## config.mk

```make
export PLATFORM = sky130hd
export DESIGN_NAME = sprite_compositor
export DESIGN_NICKNAME = d
export VERILOG_FILES = /design/src/rtl/sprite_pkg.sv /design/src/rtl/sprite_hit.sv /design/src/rtl/sprite_compositor.sv
export SDC_FILE = /design/constraint.sdc
export NUM_CORES = 1
export LEC_CHECK = 0
export CAP_MARGIN = 25
export CORE_MARGIN = 2
export CORE_UTILIZATION = 55
export DETAILED_ROUTE_END_ITERATION = 6
export GPL_ROUTABILITY_DRIVEN = 0
export MAX_ROUTING_LAYER = met4
export PLACE_DENSITY = 0.82
export SLEW_MARGIN = 30
export SYNTH_ARGS = -nofsm -noshare
export SYNTH_HDL_FRONTEND = slang
export SYNTH_SLANG_ARGS = --single-unit
```

## constraint.sdc

```tcl
create_clock -name clk -period 6.8 [get_ports clk]
set_input_delay 1.36 -clock clk [delete_from_list [all_inputs] [get_ports clk]]
set_output_delay 1.36 -clock clk [all_outputs]
set_load 0.02 [all_outputs]
```

## src/rtl/sprite_pkg.sv

```systemverilog
// Shared constants, class/orientation encodings and field widths for the
// Pac-Man sprite compositor.
package sprite_pkg;

    localparam int SPR_LOG_DEF = 5;
    localparam int X_W         = 10;
    localparam int Y_W         = 9;
    localparam int OR_W        = 2;
    localparam int COL_W       = 12;

    localparam logic [COL_W-1:0] KEY_COLOR_DEF  = 12'h000;
    localparam logic [COL_W-1:0] WALL_COLOR_DEF = 12'hfff;
    localparam logic [COL_W-1:0] BEAN_COLOR_DEF = 12'hff0;

    typedef enum logic [1:0] {
        CLS_BLACK = 2'd0,
        CLS_WALL  = 2'd1,
        CLS_BEAN  = 2'd2,
        CLS_SPR   = 2'd3
    } pix_class_e;

    // Column-major codes (0/1) store the sprite transposed in ROM.
    typedef enum logic [OR_W-1:0] {
        OR_COL_ROW  = 2'd0,
        OR_COL_FLIP = 2'd1,
        OR_ROW_COL  = 2'd2,
        OR_ROW_FLIP = 2'd3
    } orient_e;

endpackage

```

## src/rtl/sprite_hit.sv

```systemverilog
// Combinational bounding-box test and orientation-aware local ROM address
// for one sprite against the current scan pixel.
module sprite_hit
    import sprite_pkg::*;
#(
    parameter int SPR_LOG = SPR_LOG_DEF
) (
    input  logic [X_W-1:0]       x_i,
    input  logic [Y_W-1:0]       y_i,
    input  logic [OR_W-1:0]      orient_i,
    input  logic                 en_i,
    input  logic [Y_W-1:0]       row_i,
    input  logic [X_W-1:0]       col_i,
    output logic                 hit_o,
    output logic [2*SPR_LOG-1:0] local_o
);

    localparam logic [10:0] S = 11'(1 << SPR_LOG);

    logic [10:0]        row_w, col_w, y_w, x_w;
    logic [SPR_LOG-1:0] lr, lc;

    // NOTE: every output of a combinational block gets a value on every path,
    // otherwise synthesis infers a latch.
    always_comb begin
        // 11-bit operands keep Y+S / X+S from wrapping near the screen edge.
        row_w = {2'b00, row_i};
        col_w = {1'b0, col_i};
        y_w   = {2'b00, y_i};
        x_w   = {1'b0, x_i};
        hit_o = en_i && (row_w >= y_w) && (row_w < y_w + S)
                     && (col_w >= x_w) && (col_w < x_w + S);
        lr    = SPR_LOG'(row_i - y_i);
        lc    = SPR_LOG'(col_i - x_i);
        case (orient_i)
            OR_COL_ROW:  local_o = {lc, lr};
            OR_COL_FLIP: local_o = {lc, ~lr};
            OR_ROW_COL:  local_o = {lr, lc};
            default:     local_o = {lr, ~lc};
        endcase
    end

endmodule

```

## src/rtl/sprite_compositor.sv

```systemverilog
// Three-stage pixel compositor: sprite priority/layering, ROM fetch alignment,
// colour-key transparency and sticky Pac-vs-ghost collision flags.
module sprite_compositor
    import sprite_pkg::*;
#(
    parameter int                 NUM_SPR    = 5,
    parameter int                 SPR_LOG    = SPR_LOG_DEF,
    parameter logic [NUM_SPR-1:0] ABOVE_BEAN = 5'b11110,
    parameter logic [COL_W-1:0]   KEY_COLOR  = KEY_COLOR_DEF,
    parameter logic [COL_W-1:0]   WALL_COLOR = WALL_COLOR_DEF,
    parameter logic [COL_W-1:0]   BEAN_COLOR = BEAN_COLOR_DEF,
    localparam int IDX_W = (NUM_SPR > 1) ? $clog2(NUM_SPR) : 1,
    localparam int LOC_W = 2 * SPR_LOG,
    localparam int AW    = IDX_W + LOC_W
) (
    input  logic                    clk,
    input  logic                    clr,
    input  logic                    pix_valid,
    input  logic [Y_W-1:0]          row_addr,
    input  logic [X_W-1:0]          col_addr,
    input  logic                    is_wall,
    input  logic                    is_bean,
    input  logic                    over,
    input  logic                    frame_start,
    input  logic [NUM_SPR*X_W-1:0]  spr_x,
    input  logic [NUM_SPR*Y_W-1:0]  spr_y,
    input  logic [NUM_SPR*OR_W-1:0] spr_orient,
    input  logic [NUM_SPR-1:0]      spr_en,
    output logic [AW-1:0]           rom_addr,
    input  logic [COL_W-1:0]        rom_data,
    output logic [COL_W-1:0]        vga_data,
    output logic                    vga_valid,
    output logic [NUM_SPR-1:0]      collide
);

    logic [NUM_SPR*X_W-1:0]  sx_q;
    logic [NUM_SPR*Y_W-1:0]  sy_q;
    logic [NUM_SPR*OR_W-1:0] so_q;
    logic [NUM_SPR-1:0]      se_q;

    logic [NUM_SPR-1:0] hit;
    logic [LOC_W-1:0]   loc [NUM_SPR];

    for (genvar i = 0; i < NUM_SPR; i++) begin : g_hit
        sprite_hit #(.SPR_LOG(SPR_LOG)) u_hit (
            .x_i      (sx_q[i*X_W +: X_W]),
            .y_i      (sy_q[i*Y_W +: Y_W]),
            .orient_i (so_q[i*OR_W +: OR_W]),
            .en_i     (se_q[i]),
            .row_i    (row_addr),
            .col_i    (col_addr),
            .hit_o    (hit[i]),
            .local_o  (loc[i])
        );
    end

    logic               a_found, b_found;
    logic [IDX_W-1:0]   a_idx, b_idx;
    logic [LOC_W-1:0]   a_loc, b_loc;
    pix_class_e         cls_d, cls1_q, cls2_q;
    logic               vld1_q, vld2_q, bean1_q, bean2_q;
    logic [AW-1:0]      rom_addr_d, rom_addr_q;
    logic [NUM_SPR-1:0] coll_set, collide_d, collide_q;
    logic [COL_W-1:0]   vga_data_d, vga_data_q;
    logic               vga_valid_q;

    always_comb begin
        a_found = 1'b0;
        b_found = 1'b0;
        a_idx   = '0;
        b_idx   = '0;
        a_loc   = '0;
        b_loc   = '0;
        // Descending scan leaves the lowest-index hit in each layer.
        for (int i = NUM_SPR - 1; i >= 0; i--) begin
            if (hit[i] && ABOVE_BEAN[i]) begin
                a_found = 1'b1;
                a_idx   = IDX_W'(i);
                a_loc   = loc[i];
            end
            if (hit[i] && !ABOVE_BEAN[i]) begin
                b_found = 1'b1;
                b_idx   = IDX_W'(i);
                b_loc   = loc[i];
            end
        end

        rom_addr_d = '0;
        if (over)         cls_d = CLS_BLACK;
        else if (is_wall) cls_d = CLS_WALL;
        else if (a_found) begin
            cls_d      = CLS_SPR;
            rom_addr_d = {a_idx, a_loc};
        end
        else if (is_bean) cls_d = CLS_BEAN;
        else if (b_found) begin
            cls_d      = CLS_SPR;
            rom_addr_d = {b_idx, b_loc};
        end
        else              cls_d = CLS_BLACK;

        coll_set = '0;
        if (pix_valid && !over && !is_wall && hit[0]) begin
            for (int i = 1; i < NUM_SPR; i++) coll_set[i] = hit[i];
        end
        // A fresh overlap survives a coincident frame_start clear.
        collide_d = (frame_start ? '0 : collide_q) | coll_set;

        vga_data_d = '0;
        if (vld2_q) begin
            case (cls2_q)
                CLS_WALL: vga_data_d = WALL_COLOR;
                CLS_BEAN: vga_data_d = BEAN_COLOR;
                CLS_SPR:  vga_data_d = (rom_data == KEY_COLOR)
                                       ? (bean2_q ? BEAN_COLOR : '0) : rom_data;
                default:  vga_data_d = '0;
            endcase
        end
    end

    // NOTE: sequential state uses non-blocking assignments so every register
    // samples pre-edge values regardless of statement order.
    always_ff @(posedge clk or posedge clr) begin
        if (clr) begin
            sx_q        <= '0;
            sy_q        <= '0;
            so_q        <= '0;
            se_q        <= '0;
            cls1_q      <= CLS_BLACK;
            cls2_q      <= CLS_BLACK;
            vld1_q      <= 1'b0;
            vld2_q      <= 1'b0;
            bean1_q     <= 1'b0;
            bean2_q     <= 1'b0;
            rom_addr_q  <= '0;
            collide_q   <= '0;
            vga_data_q  <= '0;
            vga_valid_q <= 1'b0;
        end else begin
            if (frame_start) begin
                sx_q <= spr_x;
                sy_q <= spr_y;
                so_q <= spr_orient;
                se_q <= spr_en;
            end
            cls1_q      <= cls_d;
            vld1_q      <= pix_valid;
            bean1_q     <= is_bean;
            rom_addr_q  <= rom_addr_d;
            cls2_q      <= cls1_q;
            vld2_q      <= vld1_q;
            bean2_q     <= bean1_q;
            collide_q   <= collide_d;
            vga_data_q  <= vga_data_d;
            vga_valid_q <= vld2_q;
        end
    end

    assign rom_addr  = rom_addr_q;
    assign vga_data  = vga_data_q;
    assign vga_valid = vga_valid_q;
    assign collide   = collide_q;

endmodule
```

======== Yosys cells after proc, flatten, opt, wreduce, memory -nomap -nowiden ========
Index checks and enable logic that the tools add are counted.
cells by class
  reductions and logical operators ........ 31
  $mul .................................... 0
  div/mod/pow operators ................... 0
  equal/unequal tests ..................... 13
  order comparisons ....................... 20
  multiplexer cells ....................... 35
  shift operators ......................... 0
  bitwise gates (word level) .............. 11
  $add $sub $neg .......................... 20
operator list
  kind                   count
  $pmux 10 s3            5
  $mux 10                7
  $add 10x6->11 const B  5
  $lt 10x11->1           5
  $add 9x6->10 const B   5
  $ge 10x10->1           5
  $lt 9x10->1            5
  $not 5->5              10
  $sub 5x5->5            10
  $ge 9x9->1             5
  $mux 13                3
  $mux 12                3
  $pmux 12 s3            1
  $logic_and 1x1->1      23
  $eq 2x2->1 const B     7
  $eq 2x1->1 const B     6
  $logic_not 12->1       1
  $mux 3                 4
  $logic_not 2->1        5
  $mux 2                 5
  $mux 1                 5
  $mux 5                 1
  $or 5x5->5             1
  $mux 4                 1
  $logic_not 1->1        2
storage, ports and cells
  bits in read-only memories .............. 0
  RAM bits ................................ 0
  bits of input ports ..................... 148
  memories ................................ 0
  flip-flop bits (word level) ............. 149
  bits in latches ......................... 0
  logic and storage cells ................. 144

======== Depth between registers and ports, before layout ========
  depth after elaboration ................. 12
  mapped depth ............................ 14

======== Hierarchy ========
A second synthesis with hierarchy kept.
unflattened totals
  cell total of the unflattened synthesis .. 1282
  area total of the unflattened synthesis .. 12205.5 µm²
modules (own cells, without submodules)
  module                           area each (µm²)  cells an instance  seq. area each (µm²)  instances
  sprite_compositor                5856.9           409                3703.6                1
  sprite_hit (g_hit[0].u_hit ...)  1307.5           180                0.0                   3
  sprite_hit (g_hit[2].u_hit)      1275.0           176                0.0                   1
  sprite_hit (g_hit[3].u_hit)      1151.1           157                0.0                   1

======== Least setup slack after synthesis ========
No wires, ideal clock.
  path kind ............................... in2reg
  start ................................... input port row_addr[0]
  end ..................................... register rom_addr_q[6], in the netlist rom_addr[6]
  slack ................................... 2.838 ns
  stages .................................. 13
  data arrival time ....................... 3.840 ns
  path buffers ............................ 1
  cell sequence ........................... inv_1 > ha_1 > inv_1 > fa_1 > a21oi_1 > o21ai_1 > o31ai_1 > a32oi_1 > or4b_1 > buf_2 > a211o_1 > a21o_1 > a32o_1
between the ends
  cells in the longest elaborated chain, start to end .. 12
  elaborated cells on any way between the ends .. 55
RTL lines
  what                                            RTL line                  RTL
  start: declaration                              sprite_compositor.sv:19   input logic [Y_W-1:0] row_addr,
  $ge 9x9->1                                      sprite_hit.sv:31          hit_o = en_i && (row_w >= y_w) && (row_w < y_w + S)
  $logic_and 1x1->1 (2 in a row)                  sprite_hit.sv:31
  $logic_and 1x1->1 (2 in a row)                  sprite_hit.sv:32          && (col_w >= x_w) && (col_w < x_w + S);
  $mux 10 or $mux 1 (tied branches) (4 in a row)  sprite_compositor.sv:76   if (hit[i] && ABOVE_BEAN[i]) begin
  $mux 13 (*)                                     sprite_compositor.sv:91   else if (a_found) begin
  $mux 13 (*)                                     sprite_compositor.sv:90   else if (is_wall) cls_d = CLS_WALL;
  $mux 13 (*)                                     sprite_compositor.sv:89   if (over) cls_d = CLS_BLACK;
  named net rom_addr_d[6]                         sprite_compositor.sv:62   logic [AW-1:0] rom_addr_d, rom_addr_q;
  end signal: assignment                          sprite_compositor.sv:149  rom_addr_q <= rom_addr_d;
  end: declaration                                sprite_compositor.sv:62
The timed path passes the listed nets; every way through them passes the cells marked *.
A chain may end at the register's enable or synchronous reset.

======== Final worst setup path ========
  start ................................... input port row_addr[1]
  end ..................................... register rom_addr_q[4], in the netlist rom_addr[4]
The elaborated chain is that of the path after synthesis.

==> flow_metrics.py <==
metrics = {
    "place": {
        "dpl_cell_area_um2": 13000,
        "pre_cts_ws_ns": 1.64,
        "io_buffers": 177,
        "hpwlAfterDp_um": 22900,
    },
    "logic_synthesis": {
        "yosys_most_used_dff": "dfrtp_1",
        "yosys.area.top_type": "dfrtp_1",
        "synth-async-reset-ratio_pct": 100,
        "post_synth_instance_area_um2": 11000,
        "ys_types": 70,
        "ys_top_cells_by_count": "ha_1, dfrtp_1, inv_1, o21ai_0, nand2_1",
        "synth_top_area_share_pct": 33.8,
        "syn_inst": 1181,
        "post_synth.cell_area_avg_um2": 9.29,
        "synth_edf_count": 0,
        "yosys-top-cells-area": "dfrtp_1, ha_1, o21ai_0, inv_1, nand2_1",
        "synth_warnings": 0,
        "synth_seq_area_share_pct": 33.8,
        "synth_fp_nets": 1489,
        "synth_most_common_cell": "ha_1",
        "ys_ff_latch": 148,
    },
    "finish": {
        "fin_area_um2": 13600,
        "drive_gt1_share_pct": 5.76,
        "final_util_pct": 69.5,
        "diodes": 0,
        "fin_nets": 1650,
        "fillerInstances": 1494,
        "syn_to_final_growth_pct": 23.7,
    },
    "clocking": {
        "cts.sinks": 148,
        "cts_resized": 0,
        "post_cts_buffers": 0,
        "path_clk_slew_ns": 0.06,
        "cts_hold_buf": 0,
        "clk_latency_ns": 0.43,
        "root_buffer": "clkbuf_16",
        "cts_tree": "built",
        "cts_made_buffers": 17,
        "h-tree-depth": 4,
        "cts_buffer_depth": 2,
    },
    "timing": {
        "post-route-period-util_pct": 70.9,
        "tns_ns": 0,
        "rsz0062_at_grt": "no",
        "hold_viol": 0,
        "finClkSkew_ns": 0.00843,
        "slew_headroom_pct": 45.7,
        "setup_viol": 0,
        "drv_slew": 0,
        "tightest_slew_ns": 0.814,
        "period_needed_ns": 4.82,
        "post-route-worst-setup-slack_ns": 1.98,
        "max_freq_mhz": 207,
    },
    "floorplanning": {
        "row_count": 51,
        "core_um2": 19500,
        "die_width_um": 145,
        "die_h_um": 145,
        "io-pin-count": 179,
        "die_area_um2": 21100,
        "start_util_pct": 56.2,
    },
    "global_route": {
        "grt_pass1_vias": 9583,
        "grt_usage_pct": 29.4,
        "grt_overflow": 0,
        "grt_max_degree": 87,
        "antenna_found_initial": 0,
        "grt_pass1_wl_um": 48000,
    },
    "job": {
        "cap_violations": 0,
    },
    "power_and_ir_drop": {
        "peakVddDrop_v": 0.000185,
        "power_uw": 2950,
        "p_leak_uw": 0.00621,
        "power_density_nw_per_um2": 218,
    },
    "worst_setup_path": {
        "cp_max_fo": 16,
        "end_kind": "flip-flop",
        "path_class": "in2reg",
        "cp_data_arrival_time_ns": 5.19,
        "reg2reg_depth": 11,
        "critPathLaunchType": "input pin",
        "crit_required_ns": 7.16,
    },
    "drt": {
        "remaining_drc_errors": 0,
        "avgViaCountPerCell": 5.85,
        "drt_iter0_markers": 613,
        "totalWireLength_um": 29600,
        "wl_per_cell_um": 18.3,
        "antenna_left": 0,
        "first_pass_iters": 5,
        "vias": 9473,
    },
    "hold_path": {
        "hold_depth": 0,
        "min_path_type": "reg2reg",
    },
    "run_status": {
        "status": "completed",
    },
}
## power by group
part	leakage (uW)	total, uW	switching, uW	internal (uW)
combinational	0.00408	939	514	425
sequential	0.00183	1020	66.0	952
clock	0.000304	995	379	616
## final timing paths
kind	start	endpoint	slack, ns
max	row_addr[1]	rom_addr[4]	1.98
min	vld1_q	vld2_q	0.35
max reg2reg	sx_q[25]	rom_addr[4]	3.30
min reg2reg	vld1_q	vld2_q	0.35
max in group asynchronous	clr	sy_q[31]	4.02
min in group asynchronous	clr	sy_q[21]	1.44
## metal layers
layer | up-vias | share of wire, % | track usage, %
li1 | 4519 | - | -
met1 | 4496 | 41 | 35.0
met2 | 373 | 49 | 49.2
met3 | 85 | 6.2 | 5.47
met4 | 0 | 3.8 | 12.3
met5 | - | 0 | -
## critical path, stage by stage
cell and delay (ns):
clkdlybuf4s50_1 0.87, ha_1 0.35, nor2b_1 0.15, o31ai_1 0.29, nand2_1 0.11, a2111oi_0 0.51, or4b_1 0.52, nand4b_4 0.19
nor4_2 0.60, a32o_1 0.23
## placed cells by master, fill, tap and decap left out, drive strengths merged, types with 6 or more instances in the layout
master,Yosys,routed
a211oi,10,10
a21o,21,21
a21oi,71,71
a32o,9,9
and3,6,6
clkbuf,26,24
clkdlybuf4s50,0,176
dfrtp,148,148
fa,10,10
ha,150,150
inv,122,122
mux2,30,30
mux2i,33,33
nand2,116,116
nand2b,7,7
nand3,30,30
nand4,15,15
nor2,31,31
nor2b,13,13
nor3,10,10
nor4,6,6
o211ai,10,10
o21a,20,20
o21ai,121,121
o221ai,8,8
xnor2,49,49
xor2,26,26
## stage by stage
| step | hold WS, ns | instances |
|---|---|---|
| CTS | 0.350 | 1620 |
| global placement | 0.333 | 1588 |
| global route | 0.354 | 1620 |
| finish | 0.347 | 1620 |
| detailed placement | 0.336 | 1588 |
| floorplan | 0.331 | 1181 |
## sequential cells by signal, summed over array words and instances, names as in the netlist, 2 cells and up
name	flops
cls1_q	2
cls2_q	2
collide	4
rom_addr	13
se_q	5
so_q	10
sx_q	50
sy_q	45
vga_data	12
## layout make-up
class	instances	area, um^2	share of cell area [%]
Inverter	122	463	3.41
Tap cell	265	332	2.44
Clock inverter	8	123	0.904
Multi-Input combinational cell	872	6660	49.1
Clock buffer	24	492	3.62
Timing Repair Buffer	181	1800	13.3
Sequential cell	148	3700	27.3
## logic make-up after synthesis
| logic type | synth area share [%] |
|---|---|
| AOI/OAI and AO/OA | 18.4 |
| xor gates and xnor gates | 5.99 |
| adders and majority gates | 18.9 |
| buffers and inverters | 5.59 |
| DFF | 33.8 |
| muxes | 6.09 |
| other | 0.0342 |
| and+or+nand+nor | 11.2 |
Note: power is estimated with default switching activity, not from simulation.
